## src/rtl/gemm_sched_pkg.sv

```systemverilog
// Shared types and constants for the GEMM job scheduler.
package gemm_pkg;

    localparam int unsigned DEFAULT_DATA_WIDTH = 64;

    typedef enum logic [2:0] {
        ST_IDLE,
        ST_START,
        ST_RUN,
        ST_DONE,
        ST_ABORT
    } sched_state_t;

    // Owner-index width; never narrower than one bit
    function automatic int unsigned sel_width(input int unsigned n);
        return (n > 1) ? $clog2(n) : 1;
    endfunction

endpackage

```

## src/rtl/gemm_sched_if.sv

```systemverilog
// Scheduler-to-engine control bus: start/reset/operands out, busy/done back.
interface gemm_sched_if import gemm_pkg::*; #(
    parameter int unsigned DATA_WIDTH = DEFAULT_DATA_WIDTH,
    parameter int unsigned SEL_W      = 2
);
    logic                  oeng_start;
    logic                  oeng_rst;
    logic [DATA_WIDTH-1:0] oeng_alpha;
    logic [DATA_WIDTH-1:0] oeng_beta;
    logic [SEL_W-1:0]      oeng_sel;
    logic                  ieng_busy;
    logic                  ieng_done;

    modport master (
        output oeng_start, oeng_rst, oeng_alpha, oeng_beta, oeng_sel,
        input  ieng_busy, ieng_done
    );

    modport slave (
        input  oeng_start, oeng_rst, oeng_alpha, oeng_beta, oeng_sel,
        output ieng_busy, ieng_done
    );
endinterface

```

## src/rtl/gemm_sched_rr_arbiter.sv

```systemverilog
// Combinational masked-priority round-robin arbiter: first request at or after ptr, wrapping.
module rr_arbiter #(
    parameter int unsigned NUM_REQ = 4,
    parameter int unsigned SEL_W   = 2
) (
    input  logic [NUM_REQ-1:0] req,
    input  logic [SEL_W-1:0]   ptr,
    output logic [SEL_W-1:0]   gnt_idx,
    output logic               gnt_valid
);
    logic [NUM_REQ-1:0] w_masked;
    logic [SEL_W-1:0]   w_hi_idx;
    logic [SEL_W-1:0]   w_lo_idx;
    logic               w_hi_valid;

    always_comb begin
        w_masked   = '0;
        w_hi_idx   = '0;
        w_lo_idx   = '0;
        w_hi_valid = 1'b0;
        for (int i = 0; i < int'(NUM_REQ); i++) begin
            w_masked[i] = req[i] && (i >= int'(ptr));
        end
        // Descending scan so the lowest set bit wins
        for (int i = int'(NUM_REQ) - 1; i >= 0; i--) begin
            if (w_masked[i]) begin
                w_hi_idx   = SEL_W'(i);
                w_hi_valid = 1'b1;
            end
            if (req[i]) begin
                w_lo_idx = SEL_W'(i);
            end
        end
        gnt_idx   = w_hi_valid ? w_hi_idx : w_lo_idx;
        gnt_valid = |req;
    end
endmodule

```

## src/rtl/gemm_sched.sv

```systemverilog
// Shares one GEMM engine among NUM_REQ requesters with round-robin arbitration and a watchdog.
module gemm_sched import gemm_pkg::*; #(
    parameter int unsigned NUM_REQ    = 4,
    parameter int unsigned DATA_WIDTH = DEFAULT_DATA_WIDTH,
    parameter int unsigned TIMEOUT    = 1024
) (
    input  logic                                iclk,
    input  logic                                irst,
    input  logic [NUM_REQ-1:0]                  ireq,
    input  logic [NUM_REQ-1:0][DATA_WIDTH-1:0]  ialpha,
    input  logic [NUM_REQ-1:0][DATA_WIDTH-1:0]  ibeta,
    output logic [NUM_REQ-1:0]                  ogrant,
    output logic [NUM_REQ-1:0]                  odone,
    output logic [NUM_REQ-1:0]                  oerr,
    output logic                                obusy,
    gemm_sched_if.master                        eng
);
    localparam int unsigned SEL_W    = sel_width(NUM_REQ);
    localparam int unsigned CNT_W    = $clog2(TIMEOUT);
    localparam logic [CNT_W-1:0] CNT_LAST = CNT_W'(TIMEOUT - 1);
    localparam logic [CNT_W-1:0] CNT_MAX  = '1;

    sched_state_t          r_state;
    logic [SEL_W-1:0]      r_rr_ptr;
    logic [SEL_W-1:0]      r_sel;
    logic [CNT_W-1:0]      r_cnt;
    logic [NUM_REQ-1:0]    r_grant;
    logic [NUM_REQ-1:0]    r_done;
    logic [NUM_REQ-1:0]    r_err;
    logic                  r_start;
    logic                  r_busy;
    logic [DATA_WIDTH-1:0] r_alpha;
    logic [DATA_WIDTH-1:0] r_beta;

    logic [SEL_W-1:0]      w_gnt_idx;
    logic                  w_gnt_valid;
    logic [NUM_REQ-1:0]    w_gnt_onehot;
    logic [NUM_REQ-1:0]    w_sel_onehot;
    logic [SEL_W-1:0]      w_next_ptr;
    logic                  w_unused_busy;

    rr_arbiter #(
        .NUM_REQ (NUM_REQ),
        .SEL_W   (SEL_W)
    ) u_arb (
        .req       (ireq),
        .ptr       (r_rr_ptr),
        .gnt_idx   (w_gnt_idx),
        .gnt_valid (w_gnt_valid)
    );

    assign w_gnt_onehot = NUM_REQ'(1) << w_gnt_idx;
    assign w_sel_onehot = NUM_REQ'(1) << r_sel;
    assign w_next_ptr   = (r_sel == SEL_W'(NUM_REQ - 1)) ? '0 : r_sel + 1'b1;
    // Engine busy is status only and never steers the scheduler
    assign w_unused_busy = eng.ieng_busy;

    always_ff @(posedge iclk) begin
        if (!irst) begin
            r_state  <= ST_IDLE;
            r_rr_ptr <= '0;
            r_sel    <= '0;
            r_cnt    <= '0;
            r_grant  <= '0;
            r_done   <= '0;
            r_err    <= '0;
            r_start  <= 1'b0;
            r_busy   <= 1'b0;
            r_alpha  <= '0;
            r_beta   <= '0;
        end else begin
            r_start <= 1'b0;
            r_done  <= '0;
            r_err   <= '0;
            case (r_state)
                ST_IDLE: begin
                    if (w_gnt_valid) begin
                        r_state <= ST_START;
                        r_sel   <= w_gnt_idx;
                        r_alpha <= ialpha[w_gnt_idx];
                        r_beta  <= ibeta[w_gnt_idx];
                        r_start <= 1'b1;
                        r_grant <= w_gnt_onehot;
                        r_busy  <= 1'b1;
                    end
                end
                ST_START: begin
                    r_state <= ST_RUN;
                    r_cnt   <= '0;
                end
                ST_RUN: begin
                    if (r_cnt != CNT_MAX) begin
                        r_cnt <= r_cnt + 1'b1;
                    end
                    // Done wins over a coincident watchdog expiry
                    if (eng.ieng_done) begin
                        r_state <= ST_DONE;
                        r_grant <= '0;
                        r_done  <= w_sel_onehot;
                    end else if (r_cnt == CNT_LAST) begin
                        r_state <= ST_ABORT;
                        r_grant <= '0;
                        r_err   <= w_sel_onehot;
                    end
                end
                ST_DONE, ST_ABORT: begin
                    r_state  <= ST_IDLE;
                    r_busy   <= 1'b0;
                    r_rr_ptr <= w_next_ptr;
                end
                default: begin
                    r_state <= ST_IDLE;
                end
            endcase
        end
    end

    assign ogrant         = r_grant;
    assign odone          = r_done;
    assign oerr           = r_err;
    assign obusy          = r_busy;
    assign eng.oeng_start = r_start;
    assign eng.oeng_alpha = r_alpha;
    assign eng.oeng_beta  = r_beta;
    assign eng.oeng_sel   = r_sel;
    // Engine resets alongside the scheduler, and for one cycle on abort
    assign eng.oeng_rst   = !irst || (r_state == ST_ABORT);

endmodule
```

## src/flat_wrapper.sv

```systemverilog
// flat-port wrapper written by rule: the top's interface ports become plain ports
module gemm_sched_flat import gemm_pkg::*;
#(
    parameter int unsigned NUM_REQ    = 4,
    parameter int unsigned DATA_WIDTH = DEFAULT_DATA_WIDTH,
    parameter int unsigned TIMEOUT    = 1024
)
  (iclk, irst, ireq, ialpha, ibeta, ogrant, odone, oerr, obusy, eng_oeng_start, eng_oeng_rst, eng_oeng_alpha, eng_oeng_beta, eng_oeng_sel, eng_ieng_busy, eng_ieng_done);
  gemm_sched_if #(.DATA_WIDTH(DATA_WIDTH)) eng_i ();
  input  logic iclk;
  input  logic irst;
  input  logic [NUM_REQ-1:0] ireq;
  input  logic [NUM_REQ-1:0][DATA_WIDTH-1:0] ialpha;
  input  logic [NUM_REQ-1:0][DATA_WIDTH-1:0] ibeta;
  output logic [NUM_REQ-1:0] ogrant;
  output logic [NUM_REQ-1:0] odone;
  output logic [NUM_REQ-1:0] oerr;
  output logic obusy;
  output wire logic [$bits(eng_i.oeng_start)-1:0] eng_oeng_start;
  output wire logic [$bits(eng_i.oeng_rst)-1:0] eng_oeng_rst;
  output wire logic [$bits(eng_i.oeng_alpha)-1:0] eng_oeng_alpha;
  output wire logic [$bits(eng_i.oeng_beta)-1:0] eng_oeng_beta;
  output wire logic [$bits(eng_i.oeng_sel)-1:0] eng_oeng_sel;
  input wire logic [$bits(eng_i.ieng_busy)-1:0] eng_ieng_busy;
  input wire logic [$bits(eng_i.ieng_done)-1:0] eng_ieng_done;
  assign eng_oeng_start = eng_i.oeng_start;
  assign eng_oeng_rst = eng_i.oeng_rst;
  assign eng_oeng_alpha = eng_i.oeng_alpha;
  assign eng_oeng_beta = eng_i.oeng_beta;
  assign eng_oeng_sel = eng_i.oeng_sel;
  assign eng_i.ieng_busy = eng_ieng_busy;
  assign eng_i.ieng_done = eng_ieng_done;
  gemm_sched #(.NUM_REQ(NUM_REQ), .DATA_WIDTH(DATA_WIDTH), .TIMEOUT(TIMEOUT)) u_core (.iclk(iclk), .irst(irst), .ireq(ireq), .ialpha(ialpha), .ibeta(ibeta), .ogrant(ogrant), .odone(odone), .oerr(oerr), .obusy(obusy), .eng(eng_i));
endmodule
```

## config.mk

```make
export PLATFORM = sky130hd
export DESIGN_NAME = gemm_sched_flat
export DESIGN_NICKNAME = d
export VERILOG_FILES = /design/src/rtl/gemm_sched_pkg.sv /design/src/rtl/gemm_sched_if.sv /design/src/rtl/gemm_sched_rr_arbiter.sv /design/src/rtl/gemm_sched.sv /design/src/flat_wrapper.sv
export SDC_FILE = /design/constraint.sdc
export NUM_CORES = 1
export LEC_CHECK = 0
export BUFFER_PORTS_ARGS = -buffer_cell sky130_fd_sc_hd__buf_2
export CAP_MARGIN = 20
export CORE_AREA = 2 2 261 263
export CTS_BUF_LIST = sky130_fd_sc_hd__clkbuf_16
export DETAILED_ROUTE_END_ITERATION = 8
export DIE_AREA = 0 0 263 265
export SETUP_SLACK_MARGIN = 0.15
export SLEW_MARGIN = 40
export SYNTH_ARGS = -nofsm -noshare
export SYNTH_HDL_FRONTEND = slang
export SYNTH_HIERARCHICAL = 1
export SYNTH_SLANG_ARGS = --single-unit
```

## constraint.sdc

```tcl
create_clock -name iclk -period 2.2 [get_ports iclk]
set_input_delay 0.44 -clock iclk [delete_from_list [all_inputs] [get_ports iclk]]
set_output_delay 0.44 -clock iclk [all_outputs]
set_load 0.005 [all_outputs]
```

# After elaboration in Yosys (flattened, before gate mapping)
# Cells that the tools add are included.
# word_totals
ff_bits,159
rom_bits,0
n_memories,0
ram_bits,0
output_inout_bits,145
latchBits,0
word_cells,81
# op_classes
add_sub_neg,2
mul,0
eq_ne,10
div_mod_pow,0
muxes,30
reduce_logical,19
magnitude_cmp,4
bitwise,3
shifts,2
# ops
cell,count
$bmux 64 s2,2
$mux 64,2
$pmux 10 s2,1
$mux 2,9
$mux 4,3
$add 10x1->10 const B,1
$eq 10x10->1 const B,1
$mux 10,1
$ne 10x10->1 const B,1
$reduce_and 2->1,5
$mux 3,3
$pmux 3 s3,1
$pmux 4 s2,1
$reduce_or 4->1,2
$shl 1x2->4 const A,2
$eq 3x2->1 const B,2
$mux 1,6
$reduce_and 3->1,2
$reduce_bool 2->1,3
$ge 1x2->1 const A,2
$eq 3x1->1 const B,1
$eq 3x3->1 const B,1
$logic_and 1x1->1,3
$logic_not 3->1,1
other kinds (12),14

# Depth between registers and ports, before layout
# Gate-level depths: netlist of the first run.
# logic_depth
depth_word,9
ltp_mapped,9
depth_no_buf,6

# By module
# Netlist of the first run, hierarchy kept.
# modules_own_cells
mod,seq_area_each_um2,instances,area_per_inst_um2,cells_each
gemm_sched,3183.1,1,9128.8,864
rr_arbiter,0.0,1,77.6,13

# Worst setup path before layout of the first run
# OpenSTA, ideal clock, no wires.
# synth_timing
kind,register to register
start,register u_core.r_rr_ptr[1]
end,register u_core.r_alpha[0] (netlist: u_core/eng.oeng_alpha[0])
path_buffers,3
synth_period_minus_slack_ps,2097
stages_incl_launch_ff,10
arrival_ps,1975
required_time_ps,2078
setup_ps,122
slack_ps,103
path_cell_list,dfxtp_1 nand2b_1 a21oi_1 a211oi_2 buf_2 buf_4 buf_2 mux4_2 nand2_1 a21boi_0
# synth_via
elab_chain_len,8
word_cells_on_any_way,15
# synth_lines
element,line,rtl
"start, declared",gemm_sched.sv:24,logic [SEL_W-1:0] r_rr_ptr;
"start signal, assigned",gemm_sched.sv:109,r_rr_ptr <= w_next_ptr;
$ge 2x2->1,gemm_sched_rr_arbiter.sv:22,w_masked[i] = req[i] && (i >= int'(ptr));
$logic_and 1x1->1,gemm_sched_rr_arbiter.sv:22,
$mux 2 or $mux 1 (tied branches) (3 in a row),gemm_sched_rr_arbiter.sv:26,if (w_masked[i]) begin
$mux 2 *,gemm_sched_rr_arbiter.sv:34,gnt_idx = w_hi_valid ? w_hi_idx : w_lo_idx;
named net u_core.w_gnt_idx[0],gemm_sched.sv:35,logic [SEL_W-1:0] w_gnt_idx;
$bmux 64 s2 *,gemm_sched.sv:80,r_alpha <= ialpha[w_gnt_idx];
$mux 64 (implied by the code) *,gemm_sched.sv:80,
"end signal, assigned",gemm_sched.sv:80,
"end, declared",gemm_sched.sv:32,logic [DATA_WIDTH-1:0] r_alpha;
# Mark *: on every way through the listed nets, which the timed path passes. The rest lies on a longest branch. The select of a mux whose other input is x is not followed.
# A chain may end at the register's enable or synchronous reset.

# Worst setup path in the final report of the first run
# layout_timing
start,register u_core.r_rr_ptr[1]
end,register u_core.r_beta[59] (netlist: u_core/eng.oeng_beta[59])
# layout_via
elab_chain_len,8
word_cells_on_any_way,15
# layout_lines
element,line,rtl
$ge 2x2->1,gemm_sched_rr_arbiter.sv:22,
$logic_and 1x1->1,gemm_sched_rr_arbiter.sv:22,
$mux 2 or $mux 1 (tied branches) (3 in a row),gemm_sched_rr_arbiter.sv:26,
$mux 2 *,gemm_sched_rr_arbiter.sv:34,
named net u_core.w_gnt_idx[0],gemm_sched.sv:35,
$bmux 64 s2 *,gemm_sched.sv:81,r_beta <= ibeta[w_gnt_idx];
$mux 64 (implied by the code) *,gemm_sched.sv:81,
"end signal, assigned",gemm_sched.sv:81,
"end, declared",gemm_sched.sv:33,logic [DATA_WIDTH-1:0] r_beta;
# Marked as above.

==> impl_metrics.py, run 1 <==
metrics = {
    "synth": {
        "synth_edf_count": 0,
        "syn-cell-area_um2": 9210,
        "synthTopCellsByCount": "273 x nand2_1, 159 x dfxtp_1, 128 x mux4_2",
        "synth-xor-area-share_pct": 0.0951,
        "ys_warn_count": 6,
        "synth.most_common_cell": "nand2_1",
        "synth_mux_area_share_pct": 32.2,
        "synthesis.nets": 1402,
        "yosysUniqueCellTypes": 48,
        "synth_fa_ha_area_share_pct": 0.680,
        "synth_async_sr_flop_share_pct": 0,
        "synth_cells": 877,
        "ys_seq_area_share_pct": 34.6,
        "synth_top_cell_area_share_pct": 34.6,
        "post_synth_and_or_nand_nor_area_fraction_pct": 15.1,
        "synth_area_leaders": "dfxtp_1 35%, mux4_2 31%, nand2_1 11%",
        "ys_ff_latch": 159,
        "yosys.area.top_type": "dfxtp_1",
        "synth_top_family_by_area": "multiplexers",
        "ys.flop_type": "dfxtp_1",
        "synth-compound-area-share_pct": 13.2,
        "syn_avg_cell_area_um2": 10.5,
    },
    "drt": {
        "post-route-drc-count": 0,
        "first_pass_iters": 5,
        "vias_per_cell": 4.08,
        "avgRoutedWirePerCell_um": 18.6,
        "ant_nets": 0,
        "num_vias": 10116,
        "wirelength_um": 46200,
        "drt_iter0_drc": 442,
    },
    "run": {
        "max-cap-violations": 0,
    },
    "finish": {
        "layout-drive-gt1-share_pct": 61.3,
        "nets": 2114,
        "final_cell_area_um2": 15500,
        "area_growth_pct": 68.4,
    },
    "worst_hold_path": {
        "worst_hold_path_type": "primary input to flip-flop",
        "whs_path_depth": 2,
        "worstHoldStart": "eng_ieng_done",
    },
    "setup_path": {
        "cp_max_fo": 6,
        "cp-end-kind": "flip-flop",
        "required_ns": 2.56,
        "path_cells": "nand2b_4 > a21oi_4 > a211oi_4 > buf_12 > buf_16 > buf_16 > buf_8 > mux4_2 > nand2_1 > a21boi_1",
        "max_stage_delay_ns": 0.51,
        "timing.rr.start": "u_core/r_rr_ptr[1]",
        "start_kind": "flip-flop",
        "critPathMostFrequentCell": "buf_16",
        "critPathSlowestCell": "mux4_2",
        "r2r_cells": 10,
        "crit_arrival_ns": 2.60,
        "worst-setup-path-type": "flip-flop to flip-flop",
        "cp-startpoint": "u_core/r_rr_ptr[1]",
    },
    "floorplan": {
        "ioPinCount": 665,
        "die_area_um2": 69700,
        "die_h_um": 265,
        "fp.dieW_um": 263,
        "fp-row-count": 95,
        "start_util_pct": 13.8,
        "core_um2": 66800,
    },
    "run_status": {
        "status": "complete, but fails checks",
        "violations": "setup timing",
    },
    "grt": {
        "grt_pass1_wl_um": 64400,
        "grt_start_max_net_pins": 75,
        "grt_usage_pct": 12.7,
        "gr-total-overflow": 0,
        "antenna_found_initial": 16,
        "first_global_vias": 9980,
    },
    "timing": {
        "worst_slack_ns": -0.0397,
        "setup_tns_ns": -0.722,
        "period_minus_slack_ns": 2.24,
        "fin_skew_ns": 0.0182,
        "worst_slew_pin_slew_ns": 0.734,
        "slew_violations": 0,
        "fin_crit_sh_pct": 102,
        "hold_viol": 0,
        "max_slew_margin_pct": 50.5,
        "rsz0062_at_grt": "yes",
        "holdWs_ns": 0.305,
        "fmax_mhz": 446,
        "setup-violations-final": 32,
    },
    "power_and_ir_drop": {
        "switchingPower_mw": 3.30,
        "p_seq_share_pct": 34.2,
        "p_leak_nw": 6.91,
        "swShare_pct": 33.0,
        "powerDensity_nw_per_um2": 645,
        "internal_power_mw": 6.69,
        "share_comb_of_total_power_pct": 35.3,
        "peakVddDrop_uv": 450,
        "clockPowerShare_pct": 30.5,
    },
    "placement": {
        "place_area_um2": 14100,
        "portBuffers": 663,
        "dp_hpwl_um": 36400,
        "place_worst_setup_slack_ns": -0.197,
        "gp_congestion": 0.916,
    },
    "clocking": {
        "htree_levels": 4,
        "numCtsBuffers": 17,
        "cts_tree": "done",
        "clk_latency_ns": 0.48,
        "path_clk_slew_ns": 0.08,
        "clock_sinks": 159,
        "clk_path_buf_depth": 2,
        "cts_root_buf": "clkbuf_16",
    },
}
## stage by stage
stage / total power, mW / cells / utilization [%]
2_1_floorplan: 5.00 / 877 / -
6_report: 9.99 / 2481 / 23.2
4_1_cts: 10.1 / 2466 / 22.9
5_1_grt: 10.6 / 2480 / 23.2
3_3_place_gp: 6.63 / 2409 / 21.1
3_5_place_dp: 6.66 / 2409 / 21.1
## cell families (layout without fill, tap and decap cells)
family                   after synthesis  after routing
AND/OR/NAND/NOR                      330            330
adder cells (fa/ha/maj)                5              5
flip-flops                           159            159
XOR/XNOR                               1              1
buffers and inverters                 83            808
AO/OA/AOI/OAI                        163            163
multiplexers                         136            136
other                                  0              6
## what timing repair did
item,4_1_cts,5_1_grt
hold buffers,0,0
pin swaps,47,8
gates cloned,5,1
setup buffers,20,8
gates resized for setup,137,28
endpoints found under the setup margin,127,134
## sequential cells by signal, indices dropped and copies added, names as in the netlist
signal	cells
u_core/ogrant	4
u_core/oerr	4
u_core/eng.oeng_alpha	64
u_core/obusy	1
u_core/odone	4
u_core/eng.oeng_sel	2
u_core/eng.oeng_start	1
u_core/r_state	3
u_core/eng.oeng_beta	64
u_core/r_cnt	10
u_core/r_rr_ptr	2
## layer usage
layer  global-route usage (%)  vias to the layer above  wire, um
met5                        0                        -        11
met2                     21.3                      527     22400
met3                     4.18                       87      4130
met1                     14.4                     4870     17600
met4                     6.58                        2      2120
li1                         -                     4630         -
## placed cells by master, fill, tap and decap left out, types with 11 or more instances in the layout
| cell | instances |
|---|---|
| a21boi_0 | 58 |
| a21boi_1 | 75 |
| buf_12 | 22 |
| buf_16 | 11 |
| buf_2 | 662 |
| buf_4 | 43 |
| buf_6 | 18 |
| buf_8 | 16 |
| clkbuf_16 | 18 |
| dfxtp_1 | 154 |
| mux4_2 | 128 |
| nand2_1 | 250 |
| nand2_2 | 23 |
| nor2_1 | 12 |
## critical path: cells and delay by family, from the launching register on
| family | cells | cell delay [ns] |
|---|---|---|
| buffers and inverters | 4 | 0.60 |
| muxes | 1 | 0.51 |
| DFF | 1 | 0.39 |
| AOI/OAI and AO/OA | 3 | 0.38 |
| and+or+nand+nor | 2 | 0.21 |
## power groups by stage
stage	Sequential, mW	Clock [mW]	Combinational [mW]
after CTS	3.43	3.20	3.49
after floorplan	3.49	0	1.52
after global placement	3.48	0	3.15
final	3.42	3.05	3.53
after detailed placement	3.49	0	3.17
after global routing	3.46	3.32	3.82
## path summary, 6_finish.rpt
kind                               to  slack [ns]
max          u_core/eng.oeng_beta[59]       -0.04
min                 u_core/r_state[2]        0.31
max reg2reg  u_core/eng.oeng_beta[59]       -0.04
min reg2reg  u_core/eng.oeng_alpha[2]        0.45
## final cells by class
class	instances	area, um^2
antenna	6	15.0
clock buffer	17	425
clock inverter	15	153
fill	7265	51300
inverter	3	11.3
multi-input combinational	635	5760
sequential	159	3200
tap	873	1090
timing repair buffer	773	4850
(Power assumes the default switching activity.)
==> run 2, diff against run 1 <==
- CAP_MARGIN: 20 -> 40
- SETUP_SLACK_MARGIN: 0.15 -> 0.1
==> run 2 against run 1 <==
The flow still finishes with violations (setup timing). Global-route usage decreased by 0.30 points. Critical endpoint is now u_core/eng.oeng_beta[58]. Worst setup slack better by 0.022 ns. Highest routed layer unchanged. Hold slack lost 0.0063 ns.
==> impl_metrics.py, run 2 (synthesis results as in run 1) <==
metrics = {
    "grt": {
        "first_global_vias": 9835,
        "grt_usage_pct": 12.4,
        "grt_pass1_wl_um": 62900,
        "antenna_found_initial": 19,
        "gr-total-overflow": 0,
        "grt_start_max_net_pins": 75,
    },
    "timing": {
        "max_slew_margin_pct": 56.1,
        "setup-violations-final": 15,
        "worst_slack_ns": -0.0176,
        "slew_violations": 0,
        "fmax_mhz": 451,
        "rsz0062_at_grt": "yes",
        "fin_skew_ns": 0.0178,
        "hold_viol": 0,
        "worst_slew_pin_slew_ns": 0.651,
        "holdWs_ns": 0.299,
        "fin_crit_sh_pct": 101,
        "period_minus_slack_ns": 2.22,
    },
    "worst_hold_path": {
        "worstHoldStart": "eng_ieng_done",
        "min_to": "u_core/r_state[2]",
        "whs_path_depth": 2,
        "worst_hold_path_type": "primary input to flip-flop",
    },
    "drt": {
        "ant_nets": 0,
        "num_vias": 9966,
        "first_pass_iters": 4,
        "post-route-drc-count": 0,
        "drt_iter0_drc": 512,
        "wirelength_um": 45600,
        "avgRoutedWirePerCell_um": 18.5,
        "vias_per_cell": 4.04,
    },
    "setup_path": {
        "required_ns": 2.56,
        "r2r_setup_slack_ns": -0.02,
        "cp-end-kind": "flip-flop",
        "crit_arrival_ns": 2.58,
        "rr_endpoint": "u_core/eng.oeng_beta[58]",
        "r2r_cells": 11,
        "start_kind": "flip-flop",
        "worst-setup-path-type": "flip-flop to flip-flop",
        "cp_max_fo": 6,
        "timing.rr.start": "u_core/r_rr_ptr[1]",
    },
    "clocking": {
        "cts_root_buf": "clkbuf_16",
        "clk_path_buf_depth": 2,
        "path_clk_slew_ns": 0.08,
        "numCtsBuffers": 17,
        "clock_sinks": 159,
        "htree_levels": 4,
        "hold_buffers": 0,
        "clk_latency_ns": 0.48,
        "cts_tree": "done",
    },
    "floorplan": {
        "die_h_um": 265,
        "ioPinCount": 665,
        "fp.dieW_um": 263,
        "fp-row-count": 95,
        "start_util_pct": 13.8,
        "die_area_um2": 69700,
        "core_um2": 66800,
    },
    "run_status": {
        "violations": "setup timing",
        "status": "complete, but fails checks",
    },
    "run": {
        "max-cap-violations": 0,
    },
    "placement": {
        "gp_congestion": 0.916,
        "place_area_um2": 14100,
        "place_worst_setup_slack_ns": -0.197,
        "dp_hpwl_um": 36400,
        "portBuffers": 663,
    },
    "finish": {
        "layout-drive-gt1-share_pct": 60.8,
        "area_growth_pct": 65.6,
        "final_common_cell": "buf_2",
        "mostFrequentLayoutCells": "662 x buf_2, 251 x nand2_1, 154 x dfxtp_1",
        "final_cell_area_um2": 15200,
        "nets": 2098,
        "postLayoutCoreUtil_pct": 22.8,
    },
    "power_and_ir_drop": {
        "p_leak_nw": 6.79,
        "internal_power_mw": 6.62,
        "swShare_pct": 33.1,
        "share_comb_of_total_power_pct": 34.6,
        "clockPowerShare_pct": 30.8,
        "p_seq_share_pct": 34.6,
        "powerDensity_nw_per_um2": 649,
        "switchingPower_mw": 3.28,
        "peakVddDrop_uv": 453,
    },
}
run 2: cell types whose count changed in the layout (fill, tap and decap cells not counted), sizes merged:
cell and delta:
diode +1, clkbuf +1, buf -17
run 2: repair_timing:
action / 4_1_cts / 5_1_grt
setup buffers: 13 / 3
pin swaps: 41 / 9
gates resized for setup: 114 / 26
gates cloned: 2 / 2
setup endpoints to repair: 123 / 129
run 2: metal layers:
metal	GRT usage [%]	vias up	wire length, um
li1	-	4592	-
met1	13.0	4759	16500
met2	20.8	503	22200
met3	5.78	98	4950
met4	6.44	14	1900
met5	0	-	83
run 2: through the flow:
step | setup TNS, ns | total power [mW] | instances
CTS | -0.00430 | 10.0 | 2454
global route | -3.16 | 10.5 | 2463
global placement | -12.19 | 6.63 | 2409
finish | -0.133 | 9.90 | 2466
floorplan | 0 | 5.00 | 877
detailed placement | -13.16 | 6.66 | 2409
run 2: worst max path at each step:
stage	slack, ns	depth (start not counted)	startpoint	end
2_1_floorplan	0.10	9	u_core/r_rr_ptr[1]	u_core/eng.oeng_alpha[0]
3_3_place_gp	-0.15	9	ireq[2]	u_core/eng.oeng_beta[23]
3_5_place_dp	-0.20	9	ireq[2]	u_core/eng.oeng_alpha[63]
4_1_cts	-0.004	11	u_core/r_rr_ptr[1]	u_core/eng.oeng_alpha[25]
5_1_grt	-0.08	11	u_core/r_rr_ptr[1]	u_core/eng.oeng_beta[49]
6_report	-0.02	11	u_core/r_rr_ptr[1]	u_core/eng.oeng_beta[58]
run 2: critical path: stages (launching register included):
cell and delay (ns):
dfxtp_4 0.37, buf_6 0.12, nand2_2 0.05, nor2_2 0.04, a211oi_4 0.26, buf_12 0.16
buf_16 0.14, buf_16 0.16, buf_8 0.13, mux4_2 0.51, nand2_1 0.07, a21boi_1 0.05
run 2: power groups by stage:
stage	Clock, mW	Sequential (mW)	Combinational [mW]
2_1_floorplan	0	3.49	1.52
3_3_place_gp	0	3.48	3.15
3_5_place_dp	0	3.49	3.17
4_1_cts	3.20	3.43	3.39
5_1_grt	3.31	3.47	3.71
6_report	3.04	3.43	3.43
run 2: cell type report:
type | count | area [um^2]
inverter | 3 | 11.3
antenna | 7 | 17.5
clock buffer | 17 | 425
multi-input combinational | 635 | 5740
clock inverter | 15 | 153
tap | 873 | 1090
fill | 7268 | 51600
sequential | 159 | 3190
timing repair buffer | 757 | 4610
